**config.mk**
```make
export PLATFORM = sky130hd
export DESIGN_NAME = fuzz_stim_misr_flat
export DESIGN_NICKNAME = d
export VERILOG_FILES = /design/src/rtl/fuzz_stim_misr_if.sv /design/src/rtl/fuzz_stim_misr.sv /design/src/flat_wrapper.sv
export SDC_FILE = /design/constraint.sdc
export NUM_CORES = 1
export LEC_CHECK = 0
export CAP_MARGIN = 10
export CORE_MARGIN = 4
export CORE_UTILIZATION = 48
export DETAILED_ROUTE_END_ITERATION = 10
export GPL_ROUTABILITY_DRIVEN = 0
export PLACE_DENSITY = 0.82
export SLEW_MARGIN = 5
export SYNTH_ARGS = -nofsm -noshare
export SYNTH_HDL_FRONTEND = slang
export SYNTH_SLANG_ARGS = --single-unit
```
**constraint.sdc**
```tcl
create_clock -name clk -period 12.86 [get_ports clk]
set_clock_uncertainty 0.2 [all_clocks]
set_input_delay 1.929 -clock clk [delete_from_list [all_inputs] [get_ports clk]]
set_output_delay 1.929 -clock clk [all_outputs]
set_load 0.01 [all_outputs]
```
**src/rtl/fuzz_stim_misr_if.sv**
```systemverilog
// Bundles the fuzz block's data-path and status signals.
// The master is the sequence controller together with the DUT under fuzz.
interface fuzz_stim_misr_if #(
  parameter int IN_W  = 86,
  parameter int OUT_W = 81
);
  logic             start;
  logic [IN_W-1:0]  seed;
  logic [OUT_W-1:0] exp_sig;
  logic [OUT_W-1:0] resp;
  logic [IN_W-1:0]  stim;
  logic             busy;
  logic             done;
  logic             pass;
  logic [OUT_W-1:0] signature;
  logic [7:0]       vec_cnt;

  modport master (
    output start, seed, exp_sig, resp,
    input  stim, busy, done, pass, signature, vec_cnt
  );

  modport slave (
    input  start, seed, exp_sig, resp,
    output stim, busy, done, pass, signature, vec_cnt
  );
endinterface

```
**src/rtl/fuzz_stim_misr.sv**
```systemverilog
// Seeded LFSR stimulus generator with a MISR that compacts the DUT response.
// Each run applies one all-zero vector followed by NUM_VEC LFSR vectors.
module fuzz_stim_misr #(
  parameter int IN_W     = 86,
  parameter int OUT_W    = 81,
  parameter int NUM_VEC  = 21,
  parameter int TAP      = IN_W - 3,
  parameter int RESP_LAT = 0
) (
  input  logic            clk,
  input  logic            rst,
  fuzz_stim_misr_if.slave bus
);

  localparam int RUN_CW = (NUM_VEC > 1) ? $clog2(NUM_VEC) : 1;

  typedef enum logic [2:0] {IDLE, ZERO, RUN, DRAIN, DONE} state_t;

  state_t             state;
  logic [IN_W-1:0]    lfsr;
  logic [IN_W-1:0]    lfsr_next;
  logic [IN_W-1:0]    stim;
  logic [OUT_W-1:0]   signature;
  logic [OUT_W-1:0]   sig_next;
  logic [7:0]         vec_cnt;
  logic [RUN_CW-1:0]  run_cnt;
  logic [3:0]         drain_cnt;
  logic               busy;
  logic               done;
  logic               pass;
  logic               accept;
  logic               vld_now;
  logic               cap_vld;

  assign lfsr_next = {lfsr[IN_W-2:0], lfsr[IN_W-1] ^ lfsr[TAP]};
  assign sig_next  = {signature[OUT_W-2:0], signature[OUT_W-1]} ^ bus.resp;
  assign accept    = bus.start && (state == IDLE || state == DONE);
  assign vld_now   = (state == ZERO) || (state == RUN);

  // Align the "vector applied" flag with the DUT's response latency.
  if (RESP_LAT == 0) begin : g_no_lat
    assign cap_vld = vld_now;
  end else begin : g_lat
    logic [RESP_LAT-1:0] vld_pipe;
    // NOTE: the flag pipe is control state, so it is reset; a stale 1 would cause a phantom capture.
    always_ff @(posedge clk or posedge rst) begin
      if (rst)         vld_pipe <= '0;
      else if (accept) vld_pipe <= '0;
      else             vld_pipe <= (vld_pipe << 1) | RESP_LAT'(vld_now);
    end
    assign cap_vld = vld_pipe[RESP_LAT-1];
  end

  // NOTE: every register here uses <= so all reads see pre-edge values regardless of statement order.
  always_ff @(posedge clk or posedge rst) begin
    if (rst) begin
      state     <= IDLE;
      lfsr      <= '0;
      stim      <= '0;
      signature <= '0;
      vec_cnt   <= '0;
      run_cnt   <= '0;
      drain_cnt <= '0;
      busy      <= 1'b0;
      done      <= 1'b0;
      pass      <= 1'b0;
    end else begin
      if (cap_vld) begin
        signature <= sig_next;
        if (vec_cnt != 8'hFF) vec_cnt <= vec_cnt + 8'd1;
      end
      case (state)
        IDLE, DONE: begin
          if (bus.start) begin
            state     <= ZERO;
            lfsr      <= (bus.seed == '0) ? IN_W'(1) : bus.seed;
            stim      <= '0;
            signature <= '0;
            vec_cnt   <= '0;
            pass      <= 1'b0;
            busy      <= 1'b1;
            done      <= 1'b0;
          end
        end
        ZERO: begin
          state   <= RUN;
          stim    <= lfsr;
          lfsr    <= lfsr_next;
          run_cnt <= '0;
        end
        RUN: begin
          if (run_cnt == RUN_CW'(NUM_VEC - 1)) begin
            stim <= '0;
            if (RESP_LAT == 0) begin
              // The final capture lands on this same edge, so judge the post-capture signature.
              state <= DONE;
              busy  <= 1'b0;
              done  <= 1'b1;
              pass  <= (sig_next == bus.exp_sig);
            end else begin
              state     <= DRAIN;
              drain_cnt <= '0;
            end
          end else begin
            stim    <= lfsr;
            lfsr    <= lfsr_next;
            run_cnt <= run_cnt + RUN_CW'(1);
          end
        end
        DRAIN: begin
          if (drain_cnt == 4'(RESP_LAT - 1)) begin
            state <= DONE;
            busy  <= 1'b0;
            done  <= 1'b1;
            pass  <= (sig_next == bus.exp_sig);
          end else begin
            drain_cnt <= drain_cnt + 4'd1;
          end
        end
        default: state <= IDLE;
      endcase
    end
  end

  assign bus.stim      = stim;
  assign bus.busy      = busy;
  assign bus.done      = done;
  assign bus.pass      = pass;
  assign bus.signature = signature;
  assign bus.vec_cnt   = vec_cnt;

endmodule

```
**src/flat_wrapper.sv**
```systemverilog
// flat-port wrapper written by rule: the top's interface ports become plain ports
module fuzz_stim_misr_flat 
#(
  parameter int IN_W     = 86,
  parameter int OUT_W    = 81,
  parameter int NUM_VEC  = 21,
  parameter int TAP      = IN_W - 3,
  parameter int RESP_LAT = 0
)
  (clk, rst, bus_start, bus_seed, bus_exp_sig, bus_resp, bus_stim, bus_busy, bus_done, bus_pass, bus_signature, bus_vec_cnt);
  fuzz_stim_misr_if #(.IN_W(IN_W), .OUT_W(OUT_W)) bus_i ();
  input  logic clk;
  input  logic rst;
  input wire logic [$bits(bus_i.start)-1:0] bus_start;
  input wire logic [$bits(bus_i.seed)-1:0] bus_seed;
  input wire logic [$bits(bus_i.exp_sig)-1:0] bus_exp_sig;
  input wire logic [$bits(bus_i.resp)-1:0] bus_resp;
  output wire logic [$bits(bus_i.stim)-1:0] bus_stim;
  output wire logic [$bits(bus_i.busy)-1:0] bus_busy;
  output wire logic [$bits(bus_i.done)-1:0] bus_done;
  output wire logic [$bits(bus_i.pass)-1:0] bus_pass;
  output wire logic [$bits(bus_i.signature)-1:0] bus_signature;
  output wire logic [$bits(bus_i.vec_cnt)-1:0] bus_vec_cnt;
  assign bus_i.start = bus_start;
  assign bus_i.seed = bus_seed;
  assign bus_i.exp_sig = bus_exp_sig;
  assign bus_i.resp = bus_resp;
  assign bus_stim = bus_i.stim;
  assign bus_busy = bus_i.busy;
  assign bus_done = bus_i.done;
  assign bus_pass = bus_i.pass;
  assign bus_signature = bus_i.signature;
  assign bus_vec_cnt = bus_i.vec_cnt;
  fuzz_stim_misr #(.IN_W(IN_W), .OUT_W(OUT_W), .NUM_VEC(NUM_VEC), .TAP(TAP), .RESP_LAT(RESP_LAT)) u_core (.clk(clk), .rst(rst), .bus(bus_i));
endmodule
```
==> impl_metrics.json, run 1 <==
{
  "run_status": "complete, no violations",
  "period_minus_slack_ns": 4.053,
  "reg2reg_slack_ns": 9.34,
  "grt_pass1_vias": 11207,
  "setup_tns_ns": 0,
  "synth_cells": 1178,
  "synth_ff_type": "dfrtp_1",
  "synth_top_area_share_pct": 49.33,
  "dp_hpwl_mm": 34.56,
  "syn-mean-instance-area_sq_um": 11.88,
  "pin_count": 429,
  "yosysWarnings": 0,
  "grt_max_degree": 145,
  "rsz0062_at_grt": "false",
  "relSlewSlack_pct": 26.53,
  "design_area_sq_um": 19360,
  "r2r-start": "u_core.state[0]$_DFFE_PP0P_",
  "routedWlPerCell_um": 22.84,
  "crit_path_end_kind": "register",
  "cts.repair.resized": 0,
  "routed_wirelength_mm": 45.13,
  "tritoncts": "yes",
  "clk_pin_slew_ns": 0.06,
  "rr_endpoint": "u_core.bus.signature[60]$_DFF_PP0_",
  "fill_cells": 2100,
  "whs_ns": 0.2825,
  "core_area_sq_um": 28700,
  "core.rowCount": 62,
  "holdPathEnd": "u_core.bus.done$_DFFE_PP0P_",
  "slew_viol_final": 0,
  "grt_overflow_total": 0,
  "setup_ws_ns": 8.807,
  "fmax_mhz": 246.7,
  "syn_to_final_growth_pct": 38.29,
  "irDropWorstVdd_mv": 0.2684,
  "synth.net_count": 1433,
  "maxCapViolations": 0,
  "antenna_found_initial": 4,
  "critPathArrivalTime_ns": 4.27,
  "io_buffers": 428,
  "period_share_pct": 31.52,
  "clockBufferDepth": 3,
  "synthArstFlopShare_pct": 100.0,
  "dieWidth_um": 178.8,
  "vias": 11042,
  "hold_path_depth": 2,
  "synth.area.top_cells": "dfrtp_1 (49%), xnor3_1 (11%), mux2i_1 (6.2%)",
  "synth-seq-cells": 276,
  "required_ns": 13.08,
  "first_iter_violations": 733,
  "grt_pass1_wl_mm": 66.66,
  "routed_via_density": 5.588,
  "ctsHoldBuffers": 0,
  "drt_pass1_iterations": 6,
  "worstSetupPathType": "in -> reg",
  "worstHoldStart": "u_core.bus.done$_DFFE_PP0P_",
  "hold_path_class": "reg -> reg",
  "drive_gt1_share_pct": 3.899,
  "syn_area_sq_um": 14000,
  "setup-violations-final": 0,
  "cts_max_level": 1,
  "start_kind": "input port",
  "ys_seq_area_share_pct": 49.33,
  "die_area_sq_um": 31960,
  "nets": 1824,
  "synthTopCellsByCount": "dfrtp_1 (276), nand2_1 (102), xnor2_1 (96)",
  "crit_fanout": 118,
  "numCtsBuffers": 29,
  "reg2reg_depth": 6,
  "power_leakage_nw": 8.514,
  "hold_viol": 0,
  "drc": 0,
  "clock_latency_ns": 0.53,
  "fp.dieH_um": 178.8,
  "start_util_pct": 48.78,
  "post-cts-setup-buffer-count": 0,
  "tightest_slew_ns": 1.102,
  "post-place-ws_ns": 8.029,
  "antenna_left": 0,
  "yosys.area.top_type": "dfrtp_1",
  "yosysMostFrequentCell": "dfrtp_1",
  "cts_sinks": 276,
  "post_dp_cell_area_sq_um": 18390,
  "clock-root-buffer": "clkbuf_16",
  "power_density_nw_per_um2": 281.7,
  "synth.distinct_cells": 44,
  "grt_use_total_pct": 27.37,
  "synth_edf_count": 0
}
[metrics by stage]
stage / instances / total power, W / utilization, %
floorplan: 1178 / 0.003621 / -
global placement: 1921 / 0.004525 / 64.08
detailed placement: 1921 / 0.004625 / 64.08
CTS: 1973 / 0.005462 / 67.34
global route: 1975 / 0.005791 / 67.44
finish: 1976 / 0.005454 / 67.45
[power breakdown]
part	switching, W	total, W	internal (W)
Combinational	0.00145	0.00291	0.00145
Sequential	0.000429	0.00172	0.00130
Clock	0.000336	0.000824	0.000488
Total	0.00222	0.00545	0.00324
[worst max-delay path by stage]
stage,endpoint,cells after the start,from,slack (ns)
2_1_floorplan,u_core.bus.busy$_DFFE_PP0P_,1,rst,3.12
3_3_place_gp,u_core.lfsr[0]$_DFFE_PP0P_,7,bus_start,8.12
4_1_cts,u_core.lfsr[56]$_DFFE_PP0P_,6,bus_start,8.59
3_5_place_dp,u_core.lfsr[56]$_DFFE_PP0P_,6,bus_start,8.03
6_report,u_core.lfsr[0]$_DFFE_PP0P_,8,bus_start,8.81
5_1_grt,u_core.lfsr[0]$_DFFE_PP0P_,8,bus_start,8.67
[final cells by class]
class	count	area, sq um	share of cell area (%)
clock inverter	8	92.59	0.4783
timing repair buffer	437	4372	22.58
inverter	7	33.78	0.1745
tap	384	480.5	2.482
antenna	2	5.005	0.02585
clock buffer	44	842.1	4.350
sequential	276	6907	35.68
multi-input combinational	818	6628	34.23
[layout by cell type (no fill, tap or decap), types with 2 or more instances in the layout]
master,n
nor3_1,2
clkdlybuf4s50_1,428
a22o_1,87
nor4_1,31
a21oi_1,5
xor2_1,6
clkbuf_1,9
buf_4,8
xnor2_1,96
clkbuf_8,6
mux2i_1,87
ha_1,4
o21ai_0,81
o21ai_1,13
clkinv_2,5
nor2_4,2
diode_2,2
nor2_1,91
xnor3_1,70
dfrtp_1,276
nand3_1,14
inv_1,6
and3_1,2
a211oi_1,82
nand4_1,24
nand2_1,102
bufinv_16,2
clkbuf_16,29
or3_1,2
[worst max-delay path: stages]
cell and delay, ns:
clkdlybuf4s50_1 0.42, inv_1 0.14, o22ai_1 0.13, a22oi_4 0.52, buf_4 0.40, buf_16 0.36, a21oi_1 0.07, a22o_1 0.24
[flip-flops by register name (all words and copies together), names as in the netlist]
name / count
u_core.bus.busy: 1
u_core.bus.done: 1
u_core.bus.pass: 1
u_core.bus.signature: 81
u_core.bus.stim: 86
u_core.bus.vec_cnt: 8
u_core.drain_cnt: 4
u_core.lfsr: 86
u_core.run_cnt: 5
u_core.state: 3
[per-layer routing]
layer | vias up | routed length [um] | track usage (%)
li1 | 5066 | - | -
met2 | 502 | 22820 | 48.40
met1 | 5390 | 16230 | 32.13
met5 | - | 13 | 0
met4 | 2 | 1880 | 10.43
met3 | 82 | 4188 | 6.811
[kinds of logic (layout without fill, tap and decap cells)]
family	after synthesis	count (layout)	synth area share [%]
AOI/OAI and AO/OA	274	274	13.81
xor gates and xnor gates	172	172	17.64
adders and majority gates	4	4	0.3575
buffers and inverters	84	496	3.468
DFF	276	276	49.33
muxes	88	88	6.301
other	0	2	0
and+or+nand+nor	280	280	9.089
Note: power is estimated with default switching activity, not from simulation.
==> run 2, diff against run 1 <==
- CORE_UTILIZATION: 48 -> 43
- PLACE_DENSITY: 0.82 -> 0.77
- clock period: 12.86 -> 3.55 ns (I/O delays scaled with it)
==> run 2 against run 1 <==
Power grew to 3.7 times the previous value. Cell count rose by 3.0%. Sequential power rose to 3.6 times the previous value. Hold slack got worse by 0.087 ns. Utilization decreased by 5.6 points. Highest routed layer is now met4. Non-clock buffer count grew 6. Sequential cell count did not move. Cell area rose by 1.5%. Critical path type is now reg -> reg. Global-route usage shrank 2.2 points. Die area grew 11%.
==> impl_metrics.json, run 2 (synthesis gave the netlist of run 1 again) <==
{
  "dieWidth_um": 188.4,
  "io_buffers": 428,
  "cts.repair.resized": 0,
  "power_density_nw_per_um2": 1033,
  "fill_cells": 2527,
  "crit_chain": "xnor2_1 -> or2_4 -> buf_12 -> mux2i_1 -> o21ai_0",
  "clk_pin_slew_ns": 0.06,
  "multi_input_area_sq_um": 6628,
  "antenna_left": 0,
  "routedWlPerCell_um": 22.86,
  "maxCapViolations": 0,
  "run_status": "complete, no violations",
  "fmax_mhz": 372.5,
  "whs_ns": 0.1954,
  "crit_slowest_cell": "or2_4",
  "die_area_sq_um": 35510,
  "setup_tns_ns": 0,
  "fin_cells": 2036,
  "grt_pass1_wl_mm": 69.68,
  "rsz0062_at_grt": "false",
  "cts_sinks": 276,
  "grt_overflow_total": 0,
  "clock-root-buffer": "clkbuf_16",
  "start_kind": "register",
  "critPathTopFamily": "simple AND/OR/NAND/NOR gates",
  "required_ns": 3.77,
  "cts_max_level": 1,
  "clockBufferDepth": 3,
  "period_minus_slack_ns": 2.684,
  "crit_path_end_kind": "register",
  "post-cts-setup-buffer-count": 0,
  "vias": 11024,
  "hold_path_class": "in -> async",
  "power_leakage_nw": 8.628,
  "core_area_sq_um": 31800,
  "routed_wirelength_mm": 46.55,
  "critical_path_depth": 5,
  "irDropWorstVdd_mv": 1.150,
  "tightest_slew_ns": 1.055,
  "grt_max_degree": 183,
  "routed_via_density": 5.415,
  "relSlewSlack_pct": 29.66,
  "reg2reg_depth": 5,
  "nets": 1832,
  "drive_gt1_share_pct": 4.750,
  "slowest_delay_ns": 0.57,
  "antenna_found_initial": 2,
  "top_regs": "u_core.bus.stim x86, u_core.lfsr x86, u_core.bus.signature x81",
  "dp_cells": 1979,
  "layout_common_cells": "clkdlybuf4s50_1 (428), dfrtp_1 (276), nand2_1 (102)",
  "setup-violations-final": 0,
  "ctsHoldBuffers": 0,
  "slew_viol_final": 0,
  "fp.dieH_um": 188.4,
  "total_power_w": 0.02030,
  "seqCellArea_sq_um": 6907,
  "core.rowCount": 65,
  "syn_to_final_growth_pct": 40.40,
  "critPathArrivalTime_ns": 2.90,
  "period_share_pct": 75.62,
  "numCtsBuffers": 31,
  "clock_latency_ns": 0.55,
  "hold_viol": 0,
  "pin_count": 429,
  "first_iter_violations": 779,
  "drc": 0,
  "layout_commonest_cell": "clkdlybuf4s50_1",
  "start_util_pct": 44.03,
  "grt_pass1_vias": 11361,
  "drt_pass1_iterations": 6,
  "crit_fanout": 35,
  "dp_hpwl_mm": 35.57,
  "path_buf_inv": 1,
  "grt_use_total_pct": 25.15,
  "worstSetupPathType": "reg -> reg",
  "tritoncts": "yes"
}
-- run 2: final timing paths --
| kind | endpoint | slack, ns | from |
|---|---|---|---|
| worst max-delay path | u_core.lfsr[59]$_DFFE_PP0P_ | 0.87 | u_core.state[0]$_DFFE_PP0P_ |
| worst min-delay path | u_core.bus.stim[65]$_DFFE_PP0P_ | 0.20 | rst |
| worst max register to register | u_core.lfsr[59]$_DFFE_PP0P_ | 0.87 | u_core.state[0]$_DFFE_PP0P_ |
| worst min register to register | u_core.bus.done$_DFFE_PP0P_ | 0.29 | u_core.bus.done$_DFFE_PP0P_ |
| max in group asynchronous | u_core.bus.stim[16]$_DFFE_PP0P_ | 2.14 | rst |
| min in group clk | u_core.bus.done$_DFFE_PP0P_ | 0.29 | u_core.bus.done$_DFFE_PP0P_ |
-- run 2: per-stage QoR --
step | util (%) | cell area, sq um | setup WS [ns]
final | 61.81 | 19660 | 0.8656
after global routing | 61.81 | 19660 | 0.7006
after CTS | 61.80 | 19650 | 0.8786
after detailed placement | 58.47 | 18590 | 0.6114
after global placement | 58.47 | 18590 | 0.5478
after floorplan | - | 14000 | -0.8339
-- run 2: where the power goes --
group          internal (W)  switching, W
registers           0.00469       0.00152
clock network       0.00202       0.00127
logic               0.00533       0.00546
total                0.0120       0.00825
-- run 2: layout make-up --
type | instances | share of cell area (%)
antenna | 1 | 0.01273
clock buffer | 46 | 4.743
clock inverter | 10 | 0.6493
inverter | 7 | 0.1528
multi-input combinational | 818 | 33.72
sequential | 276 | 35.14
tap | 435 | 2.769
timing repair buffer | 443 | 22.81
-- run 2: routing by layer --
metal  share of wire (%)  vias up  track usage (%)
met5                   0        -                0
met4                 2.3        0            6.334
met3                 8.4       52            6.447
met2                  52      456            45.65
met1                  37     5422            29.88
li1                    -     5094                -
==> run 3, diff against run 2 <==
- CORE_UTILIZATION: 43 -> 48
- PLACE_DENSITY: 0.77 -> 0.82
- clock period: 3.55 -> 2.7 ns (I/O delays scaled with it)
==> run 3 against run 2 <==
Routed wire length increased by 1.8%. Power increased by 34%. Sequential share of layout area decreased by 0.21 points. Via count increased by 3.0%. Clock power increased by 35%. Hold slack got worse by 0.16 ns. Combinational power increased by 34%. Utilization increased by 7.1 points. Register-to-register slack got worse by 0.53 ns. Cell count decreased by 1.6%. First-iteration DRC count increased by 12%. Maximum frequency increased by 13%. Critical endpoint is now u_core.bus.stim[23]$_DFFE_PP0P_.
==> impl_metrics.json, run 3 (synthesis gave the netlist of run 1 again) <==
{
  "run_status": "complete, no violations",
  "start_kind": "register",
  "cts.repair.resized": 0,
  "core.rowCount": 62,
  "routed_via_density": 5.666,
  "r2r-start": "u_core.state[0]$_DFFE_PP0P_",
  "comb_power_share_pct": 53.5,
  "multi_input_area_sq_um": 6621,
  "pwr-share-clk_pct": 16.3,
  "relSlewSlack_pct": 30.86,
  "design_area_sq_um": 19770,
  "slowest_delay_ns": 0.69,
  "io_buffers": 428,
  "grt_max_degree": 183,
  "first_iter_violations": 870,
  "cts_sinks": 276,
  "antenna_found_initial": 4,
  "post_dp_cell_area_sq_um": 18690,
  "critPathArrivalTime_ns": 2.65,
  "rsz0062_at_grt": "false",
  "antenna_left": 0,
  "reg2reg_slack_ns": 0.33,
  "nets": 1848,
  "grt_pass1_wl_mm": 70.39,
  "top_regs": "u_core.bus.stim x86, u_core.lfsr x86, u_core.bus.signature x81",
  "crit_path_end_kind": "register",
  "seqCellArea_sq_um": 6907,
  "slew_viol_final": 0,
  "seq_power_share_pct": 30.2,
  "cts_max_level": 1,
  "period_share_pct": 87.71,
  "fp.dieH_um": 178.8,
  "pin_count": 429,
  "hold_viol": 0,
  "maxCapViolations": 0,
  "die_area_sq_um": 31960,
  "reg2reg_depth": 5,
  "routedWlPerCell_um": 23.64,
  "grt_overflow_total": 0,
  "layout_commonest_cell": "clkdlybuf4s50_1",
  "drt_pass1_iterations": 4,
  "post-place-ws_ns": 0.1113,
  "clk_pin_slew_ns": 0.06,
  "worstSetupPathType": "reg -> reg",
  "clockBufferDepth": 3,
  "clock-root-buffer": "clkbuf_16",
  "syn_to_final_growth_pct": 41.23,
  "tightest_slew_ns": 1.037,
  "ctsHoldBuffers": 0,
  "dieWidth_um": 178.8,
  "grt_use_total_pct": 28.89,
  "crit_fanout": 46,
  "crit_slowest_cell": "nor2_4",
  "fmax_mhz": 422.3,
  "period_minus_slack_ns": 2.368,
  "crit_chain": "xnor2_1 -> nor2_4 -> nor2_4 -> buf_12 -> a22o_1",
  "setup-violations-final": 0,
  "routed_wirelength_mm": 47.37,
  "core_area_sq_um": 28700,
  "grt_pass1_vias": 11774,
  "irDropWorstVdd_mv": 1.562,
  "crit_top_cell": "nor2_4",
  "drc": 0,
  "post-cts-setup-buffer-count": 0,
  "fill_cells": 2046,
  "p_sw_w": 0.01100,
  "required_ns": 2.99,
  "switching_share_pct": 40.56,
  "vias": 11354,
  "clock_latency_ns": 0.56,
  "dp_hpwl_mm": 35.98,
  "start_util_pct": 48.78,
  "hold_path_class": "in -> async",
  "layout_common_cells": "clkdlybuf4s50_1 (428), dfrtp_1 (276), nand2_1 (102)",
  "tritoncts": "yes",
  "setup_ws_ns": 0.3317,
  "power_density_nw_per_um2": 1371,
  "whs_ns": 0.03355,
  "rr_endpoint": "u_core.bus.stim[23]$_DFFE_PP0P_",
  "power_leakage_nw": 8.723,
  "numCtsBuffers": 30,
  "intPower_w": 0.01612,
  "drive_gt1_share_pct": 5.937
}
-- run 3: cell types whose count changed in the layout (fill, tap and decap cells not counted), moves of 2 or more --
cell / previous run / this run
buf_12: 7 / 10
buf_4: 8 / 22
bufinv_16: 3 / 5
clkbuf_1: 5 / 2
clkbuf_8: 10 / 4
clkinv_2: 6 / 8
clkinvlp_4: 2 / 5
diode_2: 1 / 3
inv_6: 0 / 2
-- run 3: critical path, delay by kind of cell, from the launching register on --
family / cells / cell delay, ns
AOI/OAI and AO/OA: 1 / 0.20
xor gates and xnor gates: 1 / 0.41
buffers and inverters: 1 / 0.32
DFF: 1 / 0.39
and+or+nand+nor: 2 / 0.77
-- run 3: area by class of cell --
cell class	instances	share of cell area [%]
clock buffers	37	4.240
repair buffers	460	23.52
flip-flops and latches	276	34.93
clock inverters	19	1.202
multi-input cells	818	33.49
inverters	7	0.1519
diodes	3	0.03797
well taps	384	2.430
-- run 3: layer usage --
| metal | vias to the layer above | part of all wire (%) | GRT usage [%] |
|---|---|---|---|
| met4 | 2 | 4.0 | 11.29 |
| met2 | 543 | 51 | 51.72 |
| met1 | 5591 | 36 | 33.26 |
| li1 | 5121 | - | - |
| met3 | 97 | 8.4 | 7.107 |
| met5 | - | 0.027 | 0 |
-- run 3: how the worst max path moves through the flow --
| stage | start | endpoint | slack, ns | cells past startpoint |
|---|---|---|---|---|
| after floorplan | rst | u_core.bus.busy$_DFFE_PP0P_ | -1.56 | 1 |
| after global placement | bus_resp[2] | u_core.bus.pass$_DFFE_PP0P_ | 0.10 | 6 |
| after detailed placement | bus_seed[42] | u_core.lfsr[0]$_DFFE_PP0P_ | 0.11 | 6 |
| after CTS | u_core.state[0]$_DFFE_PP0P_ | u_core.bus.stim[23]$_DFFE_PP0P_ | 0.33 | 5 |
| after global routing | u_core.run_cnt[1]$_DFFE_PP0P_ | u_core.lfsr[11]$_DFFE_PP0P_ | 0.15 | 8 |
| final | u_core.state[0]$_DFFE_PP0P_ | u_core.bus.stim[23]$_DFFE_PP0P_ | 0.33 | 5 |
-- run 3: power groups by stage --
stage               sequential (W)  clock, W  combinational (W)
finish                     0.00818   0.00443             0.0145
global route               0.00840   0.00470             0.0156
CTS                        0.00813   0.00446             0.0146
detailed placement         0.00817         0             0.0145
global placement           0.00808         0             0.0140
floorplan                  0.00818         0            0.00907
-- run 3: stage by stage --
stage                     instances  util, %  power, W  TNS (ns)
after CTS                      2001    68.86   0.02717         0
after global routing           2003    68.88   0.02871         0
after floorplan                1178        -   0.01725   -429.56
after detailed placement       1945    65.11   0.02263         0
final                          2004    68.88   0.02712         0
after global placement         1945    65.11   0.02206         0
